$ cat src/rtl/bcd_disp_pkg.sv
// Shared constants and helpers for the BCD 7-segment display path.
// Segment codes are active-high, bit order {g,f,e,d,c,b,a}.
package bcd_disp_pkg;

  typedef logic [3:0] bcd_digit_t;

  localparam logic [6:0] SEG_0    = 7'h3F;
  localparam logic [6:0] SEG_1    = 7'h06;
  localparam logic [6:0] SEG_2    = 7'h5B;
  localparam logic [6:0] SEG_3    = 7'h4F;
  localparam logic [6:0] SEG_4    = 7'h66;
  localparam logic [6:0] SEG_5    = 7'h6D;
  localparam logic [6:0] SEG_6    = 7'h7D;
  localparam logic [6:0] SEG_7    = 7'h07;
  localparam logic [6:0] SEG_8    = 7'h7F;
  localparam logic [6:0] SEG_9    = 7'h6F;
  localparam logic [6:0] SEG_DASH = 7'h40;
  localparam logic [6:0] SEG_OFF  = 7'h00;

  function automatic logic [7:0] digit_onehot(input logic [2:0] idx);
    return 8'b0000_0001 << idx;
  endfunction

endpackage

$ cat src/rtl/bcd_to_7seg.sv
// Combinational BCD to 7-segment decoder; codes 10..15 show a dash.
module bcd_to_7seg
  import bcd_disp_pkg::*;
(
  input  bcd_digit_t  i_digit,
  output logic [6:0]  o_seg
);

  always_comb begin
    o_seg = SEG_DASH;
    case (i_digit)
      4'd0:    o_seg = SEG_0;
      4'd1:    o_seg = SEG_1;
      4'd2:    o_seg = SEG_2;
      4'd3:    o_seg = SEG_3;
      4'd4:    o_seg = SEG_4;
      4'd5:    o_seg = SEG_5;
      4'd6:    o_seg = SEG_6;
      4'd7:    o_seg = SEG_7;
      4'd8:    o_seg = SEG_8;
      4'd9:    o_seg = SEG_9;
      default: o_seg = SEG_DASH;
    endcase
  end

endmodule

$ cat src/rtl/bcd_seg_scanner.sv
// Time-multiplexed 7-segment scanner with leading-zero blanking and
// frame-aligned display updates; polarity is applied only at the outputs.
module bcd_seg_scanner
  import bcd_disp_pkg::*;
#(
  parameter int NUM_DIGITS     = 4,
  parameter int SCAN_DIV       = 50000,
  parameter int SEG_ACTIVE_LOW = 1,
  parameter int AN_ACTIVE_LOW  = 1
)(
  input  logic                    clk,
  input  logic                    reset,
  input  logic [4*NUM_DIGITS-1:0] bcd_in,
  input  logic [NUM_DIGITS-1:0]   dp_in,
  input  logic                    load,
  input  logic                    blank_lz,
  output logic [6:0]              seg,
  output logic                    dp,
  output logic [NUM_DIGITS-1:0]   an,
  output logic                    frame_done
);

  localparam int PW = (SCAN_DIV > 1) ? $clog2(SCAN_DIV) : 1;
  localparam int IW = (NUM_DIGITS > 1) ? $clog2(NUM_DIGITS) : 1;
  localparam logic [PW-1:0] PRESC_LAST = PW'(SCAN_DIV - 1);
  localparam logic [IW-1:0] IDX_LAST   = IW'(NUM_DIGITS - 1);
  localparam logic SEG_INV = (SEG_ACTIVE_LOW != 0);
  localparam logic AN_INV  = (AN_ACTIVE_LOW != 0);

  logic [PW-1:0]           r_presc;
  logic [IW-1:0]           r_idx;
  logic [4*NUM_DIGITS-1:0] r_pend_bcd;
  logic [NUM_DIGITS-1:0]   r_pend_dp;
  logic [4*NUM_DIGITS-1:0] r_disp_bcd;
  logic [NUM_DIGITS-1:0]   r_disp_dp;
  logic [6:0]              r_seg;
  logic                    r_dp;
  logic [NUM_DIGITS-1:0]   r_an;
  logic                    r_frame_done;

  logic                    w_tc;
  logic                    w_wrap;
  bcd_digit_t              w_digit;
  logic [6:0]              w_seg_dec;
  logic [NUM_DIGITS-1:0]   w_any_hi;
  logic                    w_blank;
  logic [6:0]              w_seg;
  logic                    w_dp;
  logic [7:0]              w_oh;
  logic [NUM_DIGITS-1:0]   w_an;

  assign w_tc   = (r_presc == PRESC_LAST);
  assign w_wrap = w_tc && (r_idx == IDX_LAST);

  assign w_digit = r_disp_bcd[4*r_idx +: 4];

  bcd_to_7seg u_dec (
    .i_digit (w_digit),
    .o_seg   (w_seg_dec)
  );

  // w_any_hi[k]: digit k or any more significant digit holds a non-zero code
  always_comb begin
    w_any_hi = '0;
    for (int unsigned k = 0; k < NUM_DIGITS; k++) begin
      w_any_hi[k] = |(r_disp_bcd >> (4*k));
    end
  end

  always_comb begin
    w_blank = blank_lz && (r_idx != '0) && !w_any_hi[r_idx];
    w_seg   = w_blank ? SEG_OFF : w_seg_dec;
    w_dp    = r_disp_dp[r_idx];
    w_oh    = digit_onehot(3'(r_idx));
    w_an    = w_oh[NUM_DIGITS-1:0];
  end

  always_ff @(posedge clk) begin
    if (reset) begin
      r_presc      <= '0;
      r_idx        <= '0;
      r_pend_bcd   <= '0;
      r_pend_dp    <= '0;
      r_disp_bcd   <= '0;
      r_disp_dp    <= '0;
      r_frame_done <= 1'b0;
      r_seg        <= {7{SEG_INV}};
      r_dp         <= SEG_INV;
      r_an         <= {NUM_DIGITS{AN_INV}};
    end else begin
      r_presc <= w_tc ? '0 : r_presc + 1'b1;
      if (w_tc) begin
        r_idx <= (r_idx == IDX_LAST) ? '0 : r_idx + 1'b1;
      end
      if (load) begin
        r_pend_bcd <= bcd_in;
        r_pend_dp  <= dp_in;
      end
      // A load landing on the wrap cycle bypasses pending so no stale frame is shown
      if (w_wrap) begin
        r_disp_bcd <= load ? bcd_in : r_pend_bcd;
        r_disp_dp  <= load ? dp_in  : r_pend_dp;
      end
      r_frame_done <= w_wrap;
      r_seg        <= w_seg ^ {7{SEG_INV}};
      r_dp         <= w_dp ^ SEG_INV;
      r_an         <= w_an ^ {NUM_DIGITS{AN_INV}};
    end
  end

  assign seg        = r_seg;
  assign dp         = r_dp;
  assign an         = r_an;
  assign frame_done = r_frame_done;

endmodule

$ cat config.mk
export PLATFORM = sky130hd
export DESIGN_NAME = bcd_seg_scanner
export DESIGN_NICKNAME = d
export VERILOG_FILES = /design/src/rtl/bcd_disp_pkg.sv /design/src/rtl/bcd_to_7seg.sv /design/src/rtl/bcd_seg_scanner.sv
export SDC_FILE = /design/constraint.sdc
export NUM_CORES = 1
export LEC_CHECK = 0
export ABC_AREA = 1
export CORE_ASPECT_RATIO = 1.25
export CORE_MARGIN = 10
export CORE_UTILIZATION = 40
export DETAILED_ROUTE_END_ITERATION = 10
export DONT_BUFFER_PORTS = 1
export SETUP_SLACK_MARGIN = 0.02
export SLEW_MARGIN = 20
export SYNTH_ARGS = -nofsm -noshare
export SYNTH_HDL_FRONTEND = slang
export SYNTH_SLANG_ARGS = --single-unit
$ cat constraint.sdc
create_clock -name clk -period 2.7 [get_ports clk]
set_clock_uncertainty 0.15 [all_clocks]
set_input_delay 0 -clock clk [delete_from_list [all_inputs] [get_ports clk]]
set_output_delay 0 -clock clk [all_outputs]
set_load 0.01 [all_outputs]
==> results of run 1 <==
[worst max-delay path by stage]
stage	endpoint	from	slack, ns
floorplan	seg[3]	r_idx[0]	0.85
global placement	seg[5]	r_idx[0]	0.67
detailed placement	seg[5]	r_idx[0]	0.59
CTS	r_disp_dp[0]	r_idx[0]	0.30
global route	r_disp_bcd[0]	r_idx[0]	0.1
finish	r_disp_dp[0]	r_idx[0]	0.29
[worst reg2reg max path: stages, from the launching register on]
cell	delay, ns
dfxtp_1	0.65
ha_1	0.45
nand3_2	0.29
nand2_1	0.15
a21oi_1	0.07
dlygate4sd3_1	0.55
[cells in the final DEF, fill, tap and decap left out, types with 3 or more instances in the layout]
cell / instances
dlygate4sd3_1: 35
clkbuf_8: 9
nor2_1: 62
ha_1: 10
clkinv_2: 5
nor3_1: 3
nand2_1: 81
xor2_1: 5
nand3_1: 41
nand4_1: 20
a21oi_1: 30
inv_1: 39
dfxtp_1: 71
o21a_1: 6
nor2_2: 3
mux2i_1: 7
inv_2: 6
nand2_2: 6
nand3b_1: 3
[logic make-up (layout without fill, tap and decap cells)]
| kind of cell | Yosys count | count (layout) |
|---|---|---|
| simple gates | 229 | 229 |
| flops | 71 | 71 |
| buf+inv | 64 | 99 |
| compound gates | 40 | 40 |
| fa+ha+maj | 10 | 10 |
| xor+xnor | 7 | 7 |
| mux | 7 | 7 |
[timing repair]
| action | CTS | global route |
|---|---|---|
| endpoints found under the hold margin | 46 | 0 |
| hold buffers | 37 | 0 |
| resized for setup | 0 | 0 |
| setup endpoints to repair | 0 | 0 |
[per-stage QoR]
stage          power [mW]  worst slack (ns)  cell area (um2)
2_1_floorplan       1.186            0.8534             3272
4_1_cts             1.938            0.2979             3835
3_5_place_dp        1.183            0.5939             3293
5_1_grt             2.002           0.09694             3835
3_3_place_gp        1.180            0.6735             3293
6_report            1.916            0.2865             3835
[synth_stat cells, types with 2 or more instances]
master,number
buf_1,3
mux2i_1,7
nand2_2,6
inv_2,6
nor3_1,3
buf_2,9
xor2_1,5
a21oi_1,30
nand3_1,41
nor2_8,2
inv_1,39
o21ai_0,2
ha_1,10
nor2_2,3
buf_6,4
nor2_1,62
o21a_1,6
nand2_1,81
nand4_1,20
nand3b_1,3
dfxtp_1,71
xnor2_1,2
[routing by layer]
| layer | up-vias | routed length, um | GRT usage |
|---|---|---|---|
| met2 | 42 | 3474 | 0.2064 |
| met5 | - | 0 | 0 |
| met4 | 0 | 114 | 0.04450 |
| li1 | 1452 | - | - |
| met3 | 9 | 258 | 0.03362 |
| met1 | 1239 | 3300 | 0.1490 |
[sequential cells by signal (all words and copies together), names as in the netlist]
| name | flops |
|---|---|
| r_idx | 2 |
| r_pend_dp | 4 |
| r_disp_dp | 4 |
| dp | 1 |
| r_presc | 16 |
| r_pend_bcd | 16 |
| an | 4 |
| r_disp_bcd | 16 |
| frame_done | 1 |
| seg | 7 |
[layout make-up]
class / instances / area (um2) / area share
inverter: 46 / 173.9 / 0.04535
timing repair buffer: 39 / 405.4 / 0.1057
clock buffer: 9 / 123.9 / 0.03230
clock inverter: 5 / 27.53 / 0.007178
tap: 95 / 118.9 / 0.03100
sequential: 71 / 1421 / 0.3706
multi-input combinational: 293 / 1564 / 0.4078
[power groups by stage]
stage	Sequential, mW	Combinational (mW)	Clock [mW]
final	1.09	0.138	0.690
after global routing	1.09	0.156	0.756
after CTS	1.09	0.139	0.710
after detailed placement	1.11	0.0698	0
after global placement	1.11	0.0677	0
after floorplan	1.11	0.0759	0
==> results.txt, run 1 <==
The flow ran to the end, and the final reports show no timing, DRC or antenna violations. The net switching power figure is 0.4520 mW. The proportion of synthesized area in mux cells works out to 0.02141. The run gives 0.0002908 V as the worst-case vdd ir drop. The switching share of power is 0.2359, and the max-slew violation total from the final report is 0. The die extent in x was 100.9 um. Ranked by total cell area, the synthesized netlist is headed by dfxtp_1, nand2_1, nor2_1. The tools report the deepest level of the CTS H-tree as 3.

The total power density per cell area came out at 499.6 nW/um2. For this run, the leading register cell type out of synthesis is dfxtp_1. Row generation in the floorplan step produced 36 rows.

Clock latency on the worst-skew pair, taken at its later pin, is 0.33 ns. For the final routed database, the setup TNS stands at 0 ns. The total via count in the routed design was 2742; the clock-pin transition on the worst setup and hold timing paths was 0.07 ns. The tools report the post-CTS setup repair buffer count as 0.

Number of buffer and inverter instances along the worst setup path: 1. For this run, the top clock speed supported by timing is 414.3 MHz. The worst max-slew margin expressed relative to the limit was 0.5518; the core area was 7883 um2. The overall fraction of global-route tracks in use was 0.1241.

The quantity of I/O buffers inserted on ports is 0, and the initial antenna violation count is 0. Across the run, the number of max-cap violations was 0. The tools report the gate count of the mapped netlist as 428. STA classifies the critical path startpoint as a flip-flop. The largest family of logic cells by synthesized area was simple AND/OR/NAND/NOR gates. In the routed design, unresolved DRC markers number 0. The slack of the worst reg-to-reg path is 0.29 ns, and the post-synthesis adder-cell area fraction is 0.03824. The run gives 0 as the number of endpoints failing setup at the final stage. The run gives 5012 um as the post-DP HPWL. Simple-gate portion of the synthesized area: 0.3323.

The tools report the endpoint class of the critical path as a flip-flop. Setup repair after global routing left no endpoint under its margin. Among all stages on the critical path, the largest delay is contributed by dfxtp_1. The worst hold-check path type is in -> reg.

The number of antenna diodes in the final layout is 0. The number of cells after detailed placement is 507. The hold violation count in the final report is 0. After filler insertion, the fill cell instance count of the layout stands at 768. The slew at the pin with the worst max-slew slack was 0.6716 ns.

The worst register-to-register path ends at r_disp_dp[0]. The worst hold path begins at blank_lz. For the clock share of power, the log shows 0.360.

TritonCTS built the clock tree. Hold is met by 0.02104 ns. Signed area change from the synthesized netlist to the final layout: 17.21%. The peak per-stage delay on the critical path is 0.65 ns, and the effective utilization at floorplan is 0.4151.

Summed over all cells, the static leakage comes to 1.632 nW. The cell depth of the worst setup path is 5. Once detail routing completed, the nets flagged for antenna violations numbered 0. Wires add up to 7147 um. The first global-routing pass estimated 12670 um of wire. The share of power burned in registers was 0.568; the combinational power share was 0.072. The routed design could run at a clock period as short as 2.413 ns. The number of distinct standard cells referenced by the synthesized netlist was 35; the number of nets produced by synthesis was 462. The via count of the first global-routing pass came out at 2775. From bottom edge to top edge, the die measures 121.1 um. The routed length per instance is 12.81 um.

The run gives 494 as the post-layout net count. For this run, the number of standard cells in the final layout without fillers is 558. The fraction of the mapped netlist area in compound gates came out at 0.06730. Traced cell by cell, the critical path runs through ha_1 > nand3_2 > nand2_1 > a21oi_1 > dlygate4sd3_1. The post-synthesis average cell area was 7.645 um2; the depth of the most critical reg-to-reg path was 5. The root cell of the clock tree was clkbuf_8. Using the TritonRoute via totals, the vias-per-cell ratio works out to 4.914. For the TritonCTS buffer count, the log shows 9. The buffer depth of the longest clock path was 2.

The library cell occupying the most area in the post-synthesis netlist is dfxtp_1. The number of detailed-route iterations in the first pass is 4. The share of synthesized area occupied by flip-flops and latches was 0.4344.

The I/O pin count is 37. The critical path is of the reg -> reg type. The worst register-to-register path begins at r_idx[0].

Along the worst hold path, the cell count comes to 6. The area share of the leading cell type in the synthesized netlist was 0.4344. The worst hold path terminates at seg[4].

The tools report the required time at the endpoint of the critical path as 2.78 ns. For this design, the sink count on the clock tree is 71. The kind of cell with the highest combined delay along the critical path is flip-flops.

The largest fanout on the critical path came out at 16. Number of flops mapped to enable cells by yosys: 0. For this block, the initial DRC count from the detailed router was 143. The total grt overflow is 0, and the part of the cycle the worst path needs is 0.8939.

The internal portion of total power was 1.464 mW. The congestion estimate from routability-driven global placement came to 0.9082. The share of the core filled with cells was 0.4865; the post-synthesis async set-or-reset flop share was 0.

At the worst endpoint, the arrival time is 2.49 ns. The post-synthesis register bit count is 71, and the pin count of the biggest net entering global routing is 37. The tools report the die area as 12220 um2.

The synthesized-area fraction occupied by xor and xnor cells is 0.01874. Fraction of layout cells with a size suffix above 1: 0.09071. Summing every instance area after synthesis gives 3272 um2. For this run, the number of Yosys warnings is 0.
(Power assumes the default switching activity.)
==> run 2: changes to the inputs <==
--- a/config.mk
+++ b/config.mk
@@ -9,8 +9,10 @@
 export CORE_ASPECT_RATIO = 1.25
 export CORE_MARGIN = 10
 export CORE_UTILIZATION = 40
+export CTS_CLUSTER_SIZE = 25
 export DETAILED_ROUTE_END_ITERATION = 10
 export DONT_BUFFER_PORTS = 1
+export PLACE_DENSITY = 0.54
 export SETUP_SLACK_MARGIN = 0.02
 export SLEW_MARGIN = 20
 export SYNTH_ARGS = -nofsm -noshare
==> results.txt, run 2 (same netlist as run 1, synthesis figures left out) <==
The fmax came out at 399.2 MHz (was 414.3 MHz). The height of the chip was 121.1 um (unchanged); the post-route antenna net violation count was 0 (unchanged). The post-CTS setup repair buffer count is 0 (unchanged), and the worst-skew pair later-pin latency is 0.35 ns (was 0.33 ns).

The largest fanout on the critical path is 16 (unchanged). The post-layout net count is 500 (was 494). The run gives 0 (unchanged) as the remaining routing DRC violations. The run gives 1.659 nW (was 1.632 nW) as the static leakage. The path type of the worst setup path was reg -> reg (unchanged).

The hold violation count in the final report was 0 (unchanged); the quantity of I/O buffers inserted on ports was 0 (unchanged). The logs give 2637 (was 2775) for the via count of the first global-routing pass and 763 (was 768) for the number of fill cells. Endpoint class of the critical path: a flip-flop (unchanged). The number of core rows is 36 (unchanged). For the total grt overflow, the log shows 0 (unchanged). Registers with the most flip-flops: r_disp_bcd: 16 flops, r_pend_bcd: 16 flops, r_presc: 16 flops (unchanged).

The cell type group with the largest total delay on the critical path is flip-flops (unchanged). The signed area change from the synthesized netlist to the final layout is 19.46% (was 17.21%), and the count of max-cap constraint violations is 0 (unchanged). The tools report the deepest level of the CTS H-tree as 3 (unchanged). The run finished with clean final reports. The peak per-stage delay on the critical path is 0.65 ns (about the same). The routed length per instance was 13.00 um (was 12.81 um); the initial antenna violation count was 0 (unchanged). TritonCTS built the clock tree. Sequence of cells on the critical path: ha_1 > nand3_2 > nand2_1 > a21oi_1 > dlygate4sd3_1 (unchanged).

The pin count of the biggest net entering global routing was 37 (unchanged); the final sum of negative setup slack was 0 ns (unchanged). The part of the cycle the worst path needs is 0.9278 (was 0.8939). The worst max-slew margin expressed relative to the limit came out at 0.5490 (was 0.5518).

The run gives 7883 um2 (unchanged) as the core area. The critical path arrival is 2.60 ns (was 2.49 ns). The source of the worst hold timing path is bcd_in[9] (was blank_lz). Commonest cells after routing, fill and taps aside: nand2_1, dfxtp_1, nor2_1, dlygate4sd3_1, nand3_1 (was nand2_1, dfxtp_1, nor2_1, nand3_1, inv_1). The routed wire length came out at 7346 um (was 7147 um). The total via count in the routed design is 2777 (was 2742). Setup repair after global routing left no endpoint under its margin. The number of detailed-route iterations in the first pass is 4 (unchanged).

The commonest non-fill, non-tap cell in the layout is nand2_1 (unchanged). The slew at the pin with the worst max-slew slack was 0.6758 ns (was 0.6716 ns); the clock net sink count was 71 (unchanged). The tools report the overall fraction of global-route tracks in use as 0.1236 (was 0.1241). The clock-pin transition on the worst setup and hold timing paths was 0.07 ns (about the same). The total power density per cell area was 502.7 nW/um2 (was 499.6 nW/um2). The average vias per placed instance was 4.915 (was 4.914). The buffer depth of the longest clock path is 2 (unchanged), and the die extent in x is 100.9 um (unchanged). The fraction of layout cells with a size suffix above 1 came out at 0.08936 (was 0.09071). The launching instance or port of the critical path was r_idx[0] (unchanged). The number of buffer and inverter instances along the worst setup path was 1 (unchanged). The post-layout minimum cycle time is 2.505 ns (was 2.413 ns). The antenna diode instance count is 0 (unchanged), and the weighted congestion reported at the end of routability-driven placement is 0.8420 (was 0.9082).

The required time at the endpoint of the critical path came out at 2.79 ns (was 2.78 ns). The I/O pin count was 37 (unchanged). The run gives 0.4151 (unchanged) as the effective utilization at floorplan. The tools report the root cell of the clock tree as clkbuf_8 (unchanged).

The die area is 12220 um2 (unchanged), and the TritonCTS buffer count is 9 (unchanged). The global-route wire length before repair is 12190 um (was 12670 um), and the post-DP HPWL is 4969 um (was 5012 um). The run gives 0.0003257 V (was 0.0002908 V) as the worst-case vdd ir drop. The number of DRC markers in iteration 0 came out at 134 (was 143).

Standard cell with the maximum stage delay on the critical path: dfxtp_1 (unchanged). Sort of element at the start of the critical path: a flip-flop (unchanged). Worst hold-check path type: in -> reg (unchanged). The tools report the max-slew violation total from the final report as 0 (unchanged).

The total power was 1.965 mW (was 1.916 mW); the number of endpoints failing setup at the final stage was 0 (unchanged). The launching point of the worst reg2reg path is r_idx[0] (unchanged).
[run 2: through the flow]
stage	cells	instance area (um2)	worst slack, ns	hold slack (ns)	utilization
4_1_cts	565	3909	0.1999	0.2396	0.4959
5_1_grt	565	3909	0.02083	0.2714	0.4959
6_report	565	3909	0.1950	0.2498	0.4959
3_5_place_dp	506	3286	0.6044	-0.06691	0.4168
3_3_place_gp	506	3286	0.6609	-0.06842	0.4168
2_1_floorplan	428	3272	0.8534	0.03642	-
[run 2: worst paths after layout]
path / endpoint / slack, ns / depth (start not counted)
max: r_disp_bcd[11] / 0.20 / 5
min: r_pend_bcd[9] / 0.25 / 3
max reg2reg: r_disp_bcd[11] / 0.20 / 5
min reg2reg: r_presc[0] / 0.30 / 1
[run 2: layer usage]
metal | GRT usage | part of all wire | up-vias
met3 | 0.03305 | 0.045 | 10
met1 | 0.1440 | 0.45 | 1272
li1 | - | - | 1458
met2 | 0.2012 | 0.48 | 37
met4 | 0.06545 | 0.019 | 0
met5 | 0 | 0 | -
[run 2: cell type report]
class	count	area, um2	share of cell area
Tap cell	95	118.9	0.03041
Timing Repair Buffer	45	467.9	0.1197
Inverter	46	173.9	0.04449
Sequential cell	71	1421	0.3636
Multi-Input combinational cell	293	1564	0.4001
Clock buffer	10	137.6	0.03521
Clock inverter	5	25.02	0.006402
[run 2: worst min-delay path, cell delays in order]
cell,delay (ns)
dlygate4sd3_1,0.53
mux2i_1,0.07
nor2_1,0.11
[run 2: what timing repair did]
action / in CTS / in global routing
hold endpoints to repair: 52 / 0
resized for setup: 0 / 0
hold buffers: 44 / 0
[run 2: report_power, final]
| group | switching [mW] | total (mW) | internal [mW] | leakage [nW] |
|---|---|---|---|---|
| sequential | 0.0130 | 1.09 | 1.08 | 0.580 |
| combinational | 0.0685 | 0.150 | 0.0818 | 0.987 |
| clock | 0.381 | 0.726 | 0.345 | 0.0914 |
